$ cat src/rtl/brq_pkg.sv
// Shared types for the register-file write arbiter: arbitration state and the
// write-request bundle carried by every producer.
package brq_pkg;

    typedef enum logic {
        ARB_NORMAL = 1'b0,
        ARB_AGED   = 1'b1
    } rf_arb_state_e;

    typedef struct packed {
        logic        fp;
        logic [4:0]  waddr;
        logic [31:0] wdata;
    } rf_wr_req_t;

    localparam rf_wr_req_t RfWrReqIdle = '0;

    // x0 is hard-wired zero; an integer write there is consumed but never lands.
    function automatic logic rf_wr_writes_int(input rf_wr_req_t req);
        return !req.fp && (req.waddr != 5'd0);
    endfunction

endpackage

$ cat src/rtl/brq_rf_wr_aging.sv
// Starvation guard for the multicycle unit: counts ID wins over a pending MC
// request and flips arbitration to MC-first once the limit is reached.
//
//   state      | meaning
//   -----------+-------------------------------------------------------------
//   ARB_NORMAL | ID wins over MC; wait_q counts MC losses to ID
//   ARB_AGED   | MC wins over ID until it is granted or withdraws its request
module brq_rf_wr_aging
    import brq_pkg::*;
#(
    parameter int unsigned MaxWait = 4
) (
    input  logic clk_i,
    input  logic rst_ni,
    input  logic mc_valid_i,
    input  logic mc_gnt_i,
    input  logic id_gnt_i,
    output logic aged_o
);

    localparam int unsigned     WaitW   = $clog2(MaxWait + 1);
    localparam logic [WaitW-1:0] WaitMax = WaitW'(MaxWait);

    logic [WaitW-1:0] wait_q, wait_d;
    rf_arb_state_e    state_q, state_d;

    // LSU-occupied cycles grant neither ID nor MC, so they leave the count alone.
    always_comb begin
        wait_d = wait_q;
        if (!mc_valid_i || mc_gnt_i) begin
            wait_d = '0;
        end else if (id_gnt_i && (wait_q != WaitMax)) begin
            wait_d = wait_q + 1'b1;
        end
    end

    // Entering AGED on the edge where the count reaches the limit lets MC win
    // immediately after exactly MaxWait losses.
    always_comb begin
        state_d = state_q;
        unique case (state_q)
            ARB_NORMAL: if (wait_d == WaitMax)           state_d = ARB_AGED;
            ARB_AGED:   if (mc_gnt_i || !mc_valid_i)     state_d = ARB_NORMAL;
            default:                                     state_d = ARB_NORMAL;
        endcase
    end

    always_ff @(posedge clk_i or negedge rst_ni) begin
        if (!rst_ni) begin
            wait_q  <= '0;
            state_q <= ARB_NORMAL;
        end else begin
            wait_q  <= wait_d;
            state_q <= state_d;
        end
    end

    assign aged_o = (state_q == ARB_AGED);

endmodule

$ cat src/rtl/brq_rf_wr_arbiter.sv
// Single shared register-file write port: LSU > ID/MC (order set by the aging
// FSM), steered to the integer or FP file, optionally registered for timing.
module brq_rf_wr_arbiter
    import brq_pkg::*;
#(
    parameter int unsigned MaxWait = 4,
    parameter bit          RegOut  = 1'b1
) (
    input  logic        clk_i,
    input  logic        rst_ni,

    input  logic        lsu_we_i,
    input  logic        lsu_fp_i,
    input  logic [4:0]  lsu_waddr_i,
    input  logic [31:0] lsu_wdata_i,

    input  logic        id_valid_i,
    output logic        id_ready_o,
    input  logic        id_fp_i,
    input  logic [4:0]  id_waddr_i,
    input  logic [31:0] id_wdata_i,

    input  logic        mc_valid_i,
    output logic        mc_ready_o,
    input  logic        mc_fp_i,
    input  logic [4:0]  mc_waddr_i,
    input  logic [31:0] mc_wdata_i,

    output logic        rf_we_o,
    output logic        fp_rf_we_o,
    output logic [4:0]  rf_waddr_o,
    output logic [31:0] rf_wdata_o,

    output logic        fwd_valid_o,
    output logic        fwd_fp_o,
    output logic [4:0]  fwd_waddr_o,

    output logic        mc_aged_o
);

    rf_wr_req_t lsu_req, id_req, mc_req, win_req;
    logic       aged;
    logic       id_gnt, mc_gnt;
    logic       win_we, win_int_we, win_fp_we;

    assign lsu_req = '{fp: lsu_fp_i, waddr: lsu_waddr_i, wdata: lsu_wdata_i};
    assign id_req  = '{fp: id_fp_i,  waddr: id_waddr_i,  wdata: id_wdata_i};
    assign mc_req  = '{fp: mc_fp_i,  waddr: mc_waddr_i,  wdata: mc_wdata_i};

    // Readies never look at their own valid, keeping producers free of comb loops.
    assign id_ready_o = ~lsu_we_i & (~mc_valid_i | ~aged);
    assign mc_ready_o = ~lsu_we_i & (aged | ~id_valid_i);

    assign id_gnt = id_valid_i & id_ready_o;
    assign mc_gnt = mc_valid_i & mc_ready_o;

    always_comb begin
        win_req = RfWrReqIdle;
        if (lsu_we_i) begin
            win_req = lsu_req;
        end else if (id_gnt) begin
            win_req = id_req;
        end else if (mc_gnt) begin
            win_req = mc_req;
        end
    end

    assign win_we     = lsu_we_i | id_gnt | mc_gnt;
    assign win_int_we = win_we & rf_wr_writes_int(win_req);
    assign win_fp_we  = win_we & win_req.fp;

    brq_rf_wr_aging #(
        .MaxWait (MaxWait)
    ) u_aging (
        .clk_i      (clk_i),
        .rst_ni     (rst_ni),
        .mc_valid_i (mc_valid_i),
        .mc_gnt_i   (mc_gnt),
        .id_gnt_i   (id_gnt),
        .aged_o     (aged)
    );

    assign mc_aged_o = aged;

    if (RegOut) begin : g_reg_out
        logic       int_we_q, fp_we_q;
        rf_wr_req_t req_q;

        always_ff @(posedge clk_i or negedge rst_ni) begin
            if (!rst_ni) begin
                int_we_q <= 1'b0;
                fp_we_q  <= 1'b0;
                req_q    <= RfWrReqIdle;
            end else begin
                int_we_q <= win_int_we;
                fp_we_q  <= win_fp_we;
                req_q    <= win_req;
            end
        end

        assign rf_we_o     = int_we_q;
        assign fp_rf_we_o  = fp_we_q;
        assign rf_waddr_o  = req_q.waddr;
        assign rf_wdata_o  = req_q.wdata;
        // x0 writes never land, so they are not offered for forwarding.
        assign fwd_valid_o = int_we_q | fp_we_q;
        assign fwd_fp_o    = req_q.fp;
        assign fwd_waddr_o = req_q.waddr;
    end else begin : g_comb_out
        assign rf_we_o     = win_int_we;
        assign fp_rf_we_o  = win_fp_we;
        assign rf_waddr_o  = win_req.waddr;
        assign rf_wdata_o  = win_req.wdata;
        assign fwd_valid_o = 1'b0;
        assign fwd_fp_o    = 1'b0;
        assign fwd_waddr_o = 5'd0;
    end

`ifndef SYNTHESIS
    a_mc_held: assert property (@(posedge clk_i) disable iff (!rst_ni)
        (mc_valid_i && !mc_gnt) |=>
            (mc_valid_i && $stable({mc_fp_i, mc_waddr_i, mc_wdata_i})));

    a_lsu_taken: assert property (@(posedge clk_i) disable iff (!rst_ni)
        lsu_we_i |-> (!id_gnt && !mc_gnt && (win_req == lsu_req)));
`endif

endmodule
$ cat config.mk
export PLATFORM = sky130hd
export DESIGN_NAME = brq_rf_wr_arbiter
export DESIGN_NICKNAME = d
export VERILOG_FILES = /design/src/rtl/brq_pkg.sv /design/src/rtl/brq_rf_wr_aging.sv /design/src/rtl/brq_rf_wr_arbiter.sv
export SDC_FILE = /design/constraint.sdc
export NUM_CORES = 1
export LEC_CHECK = 0
export CORE_MARGIN = 2
export CORE_UTILIZATION = 32
export DETAILED_ROUTE_END_ITERATION = 8
export PLACE_DENSITY = 0.88
export SLEW_MARGIN = 20
export SYNTH_ARGS = -nofsm -noshare
export SYNTH_HDL_FRONTEND = slang
export SYNTH_SLANG_ARGS = --single-unit
$ cat constraint.sdc
create_clock -name clk_i -period 2.1 [get_ports clk_i]
set_clock_uncertainty 0.1 [all_clocks]
set_input_delay 0.21 -clock clk_i [delete_from_list [all_inputs] [get_ports clk_i]]
set_output_delay 0.21 -clock clk_i [all_outputs]
set_load 0.1 [all_outputs]
==> qor.csv, run 1 <==
metric;value;unit
post-place-cells;407;
post_synthesis_cell_area;1960;um2
top_fanout_value_on_the_critical_path;7;
drt-vias-per-instance;5.16;
cp_num_buf_inv;1;
postSynthAreaPerCell;11.4;um2
cts-htree-levels;2;
antenna_violations_before_repair;0;
first_global_vias;2135;
floorplan.initialDensity;33.1;%
drtPass1Iterations;7;
die_outline_area;6770;um2
place.port_buffers;167;
critPathKind;reg2reg;
critical_path.top_delay_family;compound AO/OA/AOI/OAI gates;
count_of_warnings_emitted_by_yosys;0;
critical_path.cell_chain;buf_4 > nor2b_2 > nor3b_4 > a222oi_1 > nand4_1 > a2bb2oi_1;
overflow;0;
layout_min_cycle_time;1.93;ns
insertedDiodeCount;0;
totalNegativeSetupSlack;0;ns
netlist_instances;172;
timing.critical_path.from_type;register;
detailroute.via_count;2146;
globalplace.congestion;0.758;
ant_nets;0;
p_per_area;742;nW/um2
leakagePower;1.77;nW
tritoncts;done;
die_width;82.3;um
final-instance-count-excl-fill;416;
buffer_depth_of_the_longest_clock_path;2;
tightestPinTransition;0.559;ns
top_level_ports;168;
postLayoutCoreUtil;63.3;%
cts_root_buffer;sky130_fd_sc_hd__clkbuf_8;
placement_rows;28;
maxCapViolCount;0;
finalWirelength;7050;um
post_drt_wl_per_cell;16.9;um
timing.final.crit_share;91.8;%
cts_sinks;44;
drt_first_iter_violations;253;
grt_start_max_net_pins;47;
gr-usage-met2;36.1;%
die_y;82.3;um
max_clock_freq;519;MHz
outcome;complete, no violations;
max_stage_delay;0.42;ns
cp_data_arrival_time;2.00;ns
grt_max_usage_layer;met2;
grt_util_met1;21.4;%
cell_with_the_largest_stage_delay_on_the_worst_path;sky130_fd_sc_hd__a222oi_1;
max-slew-margin-rel;62.7;%
postSynthNetCount;293;
finalHoldViolCount;0;
drc;0;
ir_drop;0.000414;V
cp_data_required_time;2.18;ns
grt_first_pass_wirelength;10000;um
setup_viol;0;
final_layout_size_suffix_gt1_share;22.9;%
slew_viol_final;0;
worst_setup_path_end_kind;register;
area_growth;91.4;%
rsz0062_at_grt;false;
hpwlAfterDp;5370;um
met3_usage;5.65;%
worst_skew_pair.late_latency;0.29;ns
grt_util_all_layers;19.5;%
yosys_register_bits;44;
cts.clk_slew.worst_paths;0.08;ns
power.total;2.78;mW
design.final.nets;461;
cts_inserted_buffers;5;
synth_seq_area_share;56.2;%
floorplan.core_area;5920;um2
min_path_type;in2async;
ys_types;30;
==> repair_timing <==
item / in CTS / in global routing
endpoints found under the hold margin: 21 / 0
resized for setup: 1 / 0
hold buffers: 1 / 0
buffers inserted: 0 / 0
endpoints found under the setup margin: 14 / 0
==> layout by cell type, fill, tap and decap left out, types with 3 or more instances in the layout <==
cell / synthesis / layout
sky130_fd_sc_hd__clkdlybuf4s50_1: 0 / 116
sky130_fd_sc_hd__o21ai_0: 3 / 3
sky130_fd_sc_hd__inv_1: 40 / 40
sky130_fd_sc_hd__nor2b_1: 3 / 3
sky130_fd_sc_hd__clkbuf_8: 0 / 7
sky130_fd_sc_hd__a222oi_1: 37 / 37
sky130_fd_sc_hd__dfrtp_1: 44 / 43
sky130_fd_sc_hd__buf_4: 6 / 57
==> synth_stat cells <==
| cell | count | share of area (%) |
|---|---|---|
| sky130_fd_sc_hd__inv_1 | 40 | 7.7 |
| sky130_fd_sc_hd__a222oi_1 | 37 | 19 |
| sky130_fd_sc_hd__buf_4 | 6 | 2.3 |
| sky130_fd_sc_hd__nand2b_1 | 2 | 0.64 |
| sky130_fd_sc_hd__buf_6 | 1 | 0.57 |
| sky130_fd_sc_hd__a21bo_2 | 1 | 0.51 |
| sky130_fd_sc_hd__dfrtp_1 | 44 | 56 |
| sky130_fd_sc_hd__nor2b_2 | 1 | 0.45 |
| sky130_fd_sc_hd__clkbuf_1 | 6 | 1.1 |
| sky130_fd_sc_hd__nor3b_4 | 1 | 0.96 |
| sky130_fd_sc_hd__nor2_1 | 2 | 0.38 |
| sky130_fd_sc_hd__nand3_1 | 1 | 0.26 |
| sky130_fd_sc_hd__nand2_1 | 2 | 0.38 |
| sky130_fd_sc_hd__o31ai_1 | 2 | 0.77 |
| sky130_fd_sc_hd__xnor2_1 | 1 | 0.45 |
| sky130_fd_sc_hd__a21boi_0 | 1 | 0.38 |
| sky130_fd_sc_hd__buf_1 | 2 | 0.38 |
| sky130_fd_sc_hd__a2bb2oi_1 | 1 | 0.45 |
| sky130_fd_sc_hd__a21oi_1 | 3 | 0.77 |
| sky130_fd_sc_hd__nor2_2 | 1 | 0.32 |
| sky130_fd_sc_hd__ha_1 | 2 | 1.3 |
| sky130_fd_sc_hd__nor3_1 | 1 | 0.26 |
| sky130_fd_sc_hd__nand4_1 | 2 | 0.64 |
| sky130_fd_sc_hd__a31oi_1 | 1 | 0.32 |
| sky130_fd_sc_hd__and2_1 | 1 | 0.32 |
| sky130_fd_sc_hd__nor2b_1 | 3 | 0.96 |
| sky130_fd_sc_hd__o21ai_0 | 3 | 0.77 |
| sky130_fd_sc_hd__buf_2 | 2 | 0.51 |
| sky130_fd_sc_hd__a311oi_2 | 1 | 0.77 |
| sky130_fd_sc_hd__or2_2 | 1 | 0.32 |
==> cell families after synthesis <==
kind of cell	share of synthesized area, %
compound gates	23.6
xor+xnor	0.447
fa+ha+maj	1.28
buf+inv	12.6
flops	56.2
simple gates	5.88
==> layer usage <==
metal	part of all wire [%]	vias up
met2	54	131
met4	1.1	0
met3	9.3	7
li1	-	973
met5	0	-
met1	36	1035
==> path summary, 6_finish.rpt <==
| kind | from | endpoint | slack (ns) | depth (start not counted) |
|---|---|---|---|---|
| max | u_aging.aged_o$_DFF_PN0_ | rf_we_o$_DFF_PN0_ | 0.17 | 6 |
| min | rst_ni | u_aging.wait_q[0]$_DFF_PN0_ | 0.33 | 2 |
| max reg2reg | u_aging.aged_o$_DFF_PN0_ | rf_we_o$_DFF_PN0_ | 0.17 | 6 |
| min reg2reg | u_aging.aged_o$_DFF_PN0_ | u_aging.aged_o$_DFF_PN0_ | 0.51 | 2 |
| max in group asynchronous | rst_ni | rf_wdata_o[8]$_DFF_PN0_ | 0.89 | 3 |
| min in group clk_i | mc_wdata_i[15] | rf_wdata_o[15]$_DFF_PN0_ | 0.41 | 3 |
==> registers in the layout (all words and copies together) (netlist names) <==
| register | flops |
|---|---|
| fp_rf_we_o | 1 |
| rf_we_o | 1 |
| fwd_fp_o | 1 |
| rf_wdata_o | 32 |
| u_aging.wait_q | 3 |
| u_aging.aged_o | 1 |
| fwd_waddr_o | 5 |
==> report_power, final <==
group          total (mW)  switching, mW  leakage [nW]  internal, mW
clock network       0.697          0.277        0.0645         0.420
logic                1.15          0.777          1.16         0.370
registers           0.938         0.0244         0.542         0.913
==> through the flow <==
stage          setup slack (ns)  hold slack, ns  instance area [um2]
4_1_cts                   0.207           0.344                 3750
3_3_place_gp             -0.211           0.113                 3610
2_1_floorplan             0.135          -0.186                 1970
5_1_grt                  0.0760           0.376                 3750
6_report                  0.173           0.332                 3750
3_5_place_dp             -0.378           0.120                 3610
==> cell type report <==
type	instances	area [um2]
multi-input combinational	71	628
sequential	44	1100
tap	75	93.8
fill	488	2170
timing repair buffer	178	1650
clock inverter	1	30.0
inverter	40	150
clock buffer	7	96.3
Power figures use the tool's default switching activity.
==> run 2, diff against run 1 <==
--- a/config.mk
+++ b/config.mk
@@ -12,4 +12,5 @@
 export SLEW_MARGIN = 20
 export SYNTH_ARGS = -nofsm -noshare
 export SYNTH_HDL_FRONTEND = slang
+export SYNTH_HIERARCHICAL = 1
 export SYNTH_SLANG_ARGS = --single-unit
==> run 2 against run 1 <==
Sequential cell count stayed put. Routed wire length shrank 11%. Sequential power hardly changed. Sequential share of layout area up 0.50 points. Die area fell by 1.3%. Fmax is 0.10% lower. Combinational power about the same. Synthesized cell count down 2.3%. Power down 7.3%. Final cell count down 0.72%.
==> qor.csv, run 2 <==
metric;value;unit;change
drt_first_iter_violations;169;;-33%
count_of_warnings_emitted_by_yosys;6;;+6
drtPass1Iterations;8;;+1
layout_min_cycle_time;1.93;ns;+0.00199 ns
cts_inserted_buffers;5;;unchanged
floorplan.initialDensity;32.8;%;-0.25 points
postSynthNetCount;289;;-1.4%
critical_path.cell_chain;nand2_1 > and3b_1 > buf_4 > nand2_1 > mux2i_1 > o41ai_2;;
tritoncts;done;;
cts_sinks;44;;unchanged
drt-vias-per-instance;5.00;;-3.1%
globalplace.congestion;0.785;;+3.6%
post_cts_resized;0;;-1
number_of_enable_flip_flop_cells_after_synthesis;0;;unchanged
drc;0;;unchanged
mostFrequentLayoutCell;sky130_fd_sc_hd__clkdlybuf4s50_1;;
num-fill-cells;509;;+4.3%
cp_common_cell;sky130_fd_sc_hd__nand2_1;;
postLayoutCoreUtil;62.8;%;-0.54 points
timing.critical_path.from_type;register;;
top_fanout_value_on_the_critical_path;12;;+5
mostFrequentLayoutCells;sky130_fd_sc_hd__clkdlybuf4s50_1 (117), sky130_fd_sc_hd__buf_4 (58), sky130_fd_sc_hd__dfrtp_1 (43);;
maxCapViolCount;0;;unchanged
worst_skew_pair.late_latency;0.29;ns;about the same
max_ffs_per_register;32;;unchanged
top_level_ports;168;;unchanged
post-synth-top-count-cell;sky130_fd_sc_hd__dfrtp_1;;
final_layout_size_suffix_gt1_share;21.9;%;-0.98 points
tightestPinTransition;0.554;ns;-0.00440 ns
totalNegativeSetupSlack;0;ns;unchanged
place.port_buffers;167;;unchanged
slew_viol_final;0;;unchanged
cp_num_buf_inv;1;;unchanged
critPathKind;reg2reg;;
outcome;complete, no violations;;
cp_data_arrival_time;2.02;ns;+0.02 ns
overflow;0;;unchanged
floorplan.core_area;5890;um2;-0.59%
die_width;81.7;um;-0.64%
synthTopCellsByCount;sky130_fd_sc_hd__dfrtp_1 (44), sky130_fd_sc_hd__inv_1 (39), sky130_fd_sc_hd__a222oi_1 (37);;
ir_drop;0.000341;V;-18%
placement_rows;28;;unchanged
design.final.nets;458;;-0.65%
area_growth;91.2;%;about the same
finalWirelength;6280;um;-11%
cp_data_required_time;2.19;ns;about the same
r2r.worst_path.cells;6;;unchanged
buffer_depth_of_the_longest_clock_path;2;;unchanged
max_clock_freq;518;MHz;-0.10%
min_path_type;in2reg;;
path_depth;6;;unchanged
die_outline_area;6680;um2;-1.3%
placedInstanceArea;3600;um2;-0.10%
cell_taking_the_most_area_after_synthesis;sky130_fd_sc_hd__dfrtp_1;;
critical_path.top_delay_family;flip-flops;;
netlist_instances;168;;-2.3%
grt_start_max_net_pins;45;;-4.3%
grt_util_all_layers;18.1;%;-1.4 points
yosysTopAreaCellShare;57.0;%;+0.76 points
insertedDiodeCount;0;;unchanged
antenna_violations_before_repair;0;;unchanged
first_global_vias;2076;;-2.8%
yosys_register_bits;44;;unchanged
max_stage_delay;0.51;ns;+0.09 ns
synth_seq_area_share;57.0;%;+0.76 points
post_drt_wl_per_cell;15.2;um;-10%
grt_first_pass_wirelength;9100;um;-9.0%
die_y;81.7;um;-0.64%
finalHoldViolCount;0;;unchanged
hold_ws;0.414;ns;+0.0819 ns
p_per_area;697;nW/um2;-6.0%
finalInstanceArea;3700;um2;-1.4%
ys_types;24;;-20%
worst_setup_path_end_kind;register;;
rsz0062_at_grt;false;;
hold_path_depth;3;;
timing.final.crit_share;91.9;%;+0.095 points
hpwlAfterDp;5000;um;-7.0%
synth_top_flop_cell;sky130_fd_sc_hd__dfrtp_1;;
ant_nets;0;;unchanged
post_synthesis_cell_area;1930;um2;-1.3%
postSynthAreaPerCell;11.5;um2;+1.0%
synth_area_leaders;sky130_fd_sc_hd__dfrtp_1 (57%), sky130_fd_sc_hd__a222oi_1 (19%), sky130_fd_sc_hd__inv_1 (7.6%);;
ys_async_rst_share;100;%;unchanged
max-slew-margin-rel;63.0;%;+0.38 points
cts-htree-levels;2;;unchanged
leakagePower;1.76;nW;-0.53%
setup_viol;0;;unchanged
cell_with_the_largest_stage_delay_on_the_worst_path;sky130_fd_sc_hd__dfrtp_4;;
cts_root_buffer;sky130_fd_sc_hd__clkbuf_8;;
cts.clk_slew.worst_paths;0.08;ns;about the same
detailroute.via_count;2065;;-3.8%
run 2: cell count changes after synthesis, sizes merged, moves of 2 or more:
cell	delta
o31ai	-2
a21oi	-2
mux2i	+2
o21ai	-2
nand3b	+3
run 2: repair_timing:
item | 4_1_cts | 5_1_grt
hold buffers | 1 | 0
endpoints found under the hold margin | 44 | 0
buffers inserted | 0 | 0
run 2: metrics by stage:
stage	setup slack (ns)	cells	total power [mW]
global placement	0.106	404	2.08
detailed placement	0.0274	404	2.10
finish	0.171	413	2.58
CTS	0.168	413	2.61
global route	0.0576	413	2.69
floorplan	0.0495	168	1.68
run 2: cells by family (layout without fill, tap and decap cells):
kind of cell / after synthesis / after routing / share of synthesized area [%]
buf+inv: 56 / 226 / 12.2
flops: 44 / 44 / 57.0
compound gates: 43 / 43 / 22.0
simple gates: 20 / 20 / 6.08
fa+ha+maj: 2 / 2 / 1.29
mux: 2 / 2 / 1.04
xor+xnor: 1 / 1 / 0.453
run 2: report_power, final:
part / internal (mW) / switching (mW) / leakage (nW)
sequential: 0.914 / 0.0225 / 0.542
combinational: 0.374 / 0.768 / 1.18
clock: 0.234 / 0.266 / 0.0422
total: 1.52 / 1.06 / 1.76
run 2: final cells by class:
type / count / area, um2 / area share [%]
clock buffer: 7 / 76.3 / 2.06
clock inverter: 1 / 5.00 / 0.135
inverter: 39 / 146 / 3.96
multi-input combinational: 68 / 608 / 16.5
sequential: 44 / 1100 / 29.9
tap: 75 / 93.8 / 2.54
timing repair buffer: 179 / 1660 / 45.0
run 2: worst paths after layout:
kind / start / end / slack [ns]
worst max-delay path: u_aging/aged_o$_DFF_PN0_ / u_aging/aged_o$_DFF_PN0_ / 0.17
worst min-delay path: mc_wdata_i[24] / rf_wdata_o[24]$_DFF_PN0_ / 0.41
worst max register to register: u_aging/aged_o$_DFF_PN0_ / u_aging/aged_o$_DFF_PN0_ / 0.17
worst min register to register: u_aging/wait_q[2]$_DFF_PN0_ / u_aging/wait_q[2]$_DFF_PN0_ / 0.55
max in group asynchronous: rst_ni / u_aging/aged_o$_DFF_PN0_ / 1.05
min in group asynchronous: rst_ni / fwd_waddr_o[0]$_DFF_PN0_ / 0.42
run 2: worst register-to-register path, delay by kind of cell (launching register included):
| kind | cells | cell delay (ns) |
|---|---|---|
| flip-flops | 1 | 0.51 |
| multiplexers | 1 | 0.15 |
| AO/OA/AOI/OAI | 1 | 0.31 |
| AND/OR/NAND/NOR | 3 | 0.50 |
| buffers and inverters | 1 | 0.25 |
run 2: layer usage:
metal | part of all wire, % | track usage (%)
met5 | 0 | 0
met4 | 1.7 | 7.17
met3 | 8.5 | 4.95
met2 | 55 | 34.5
met1 | 35 | 18.4
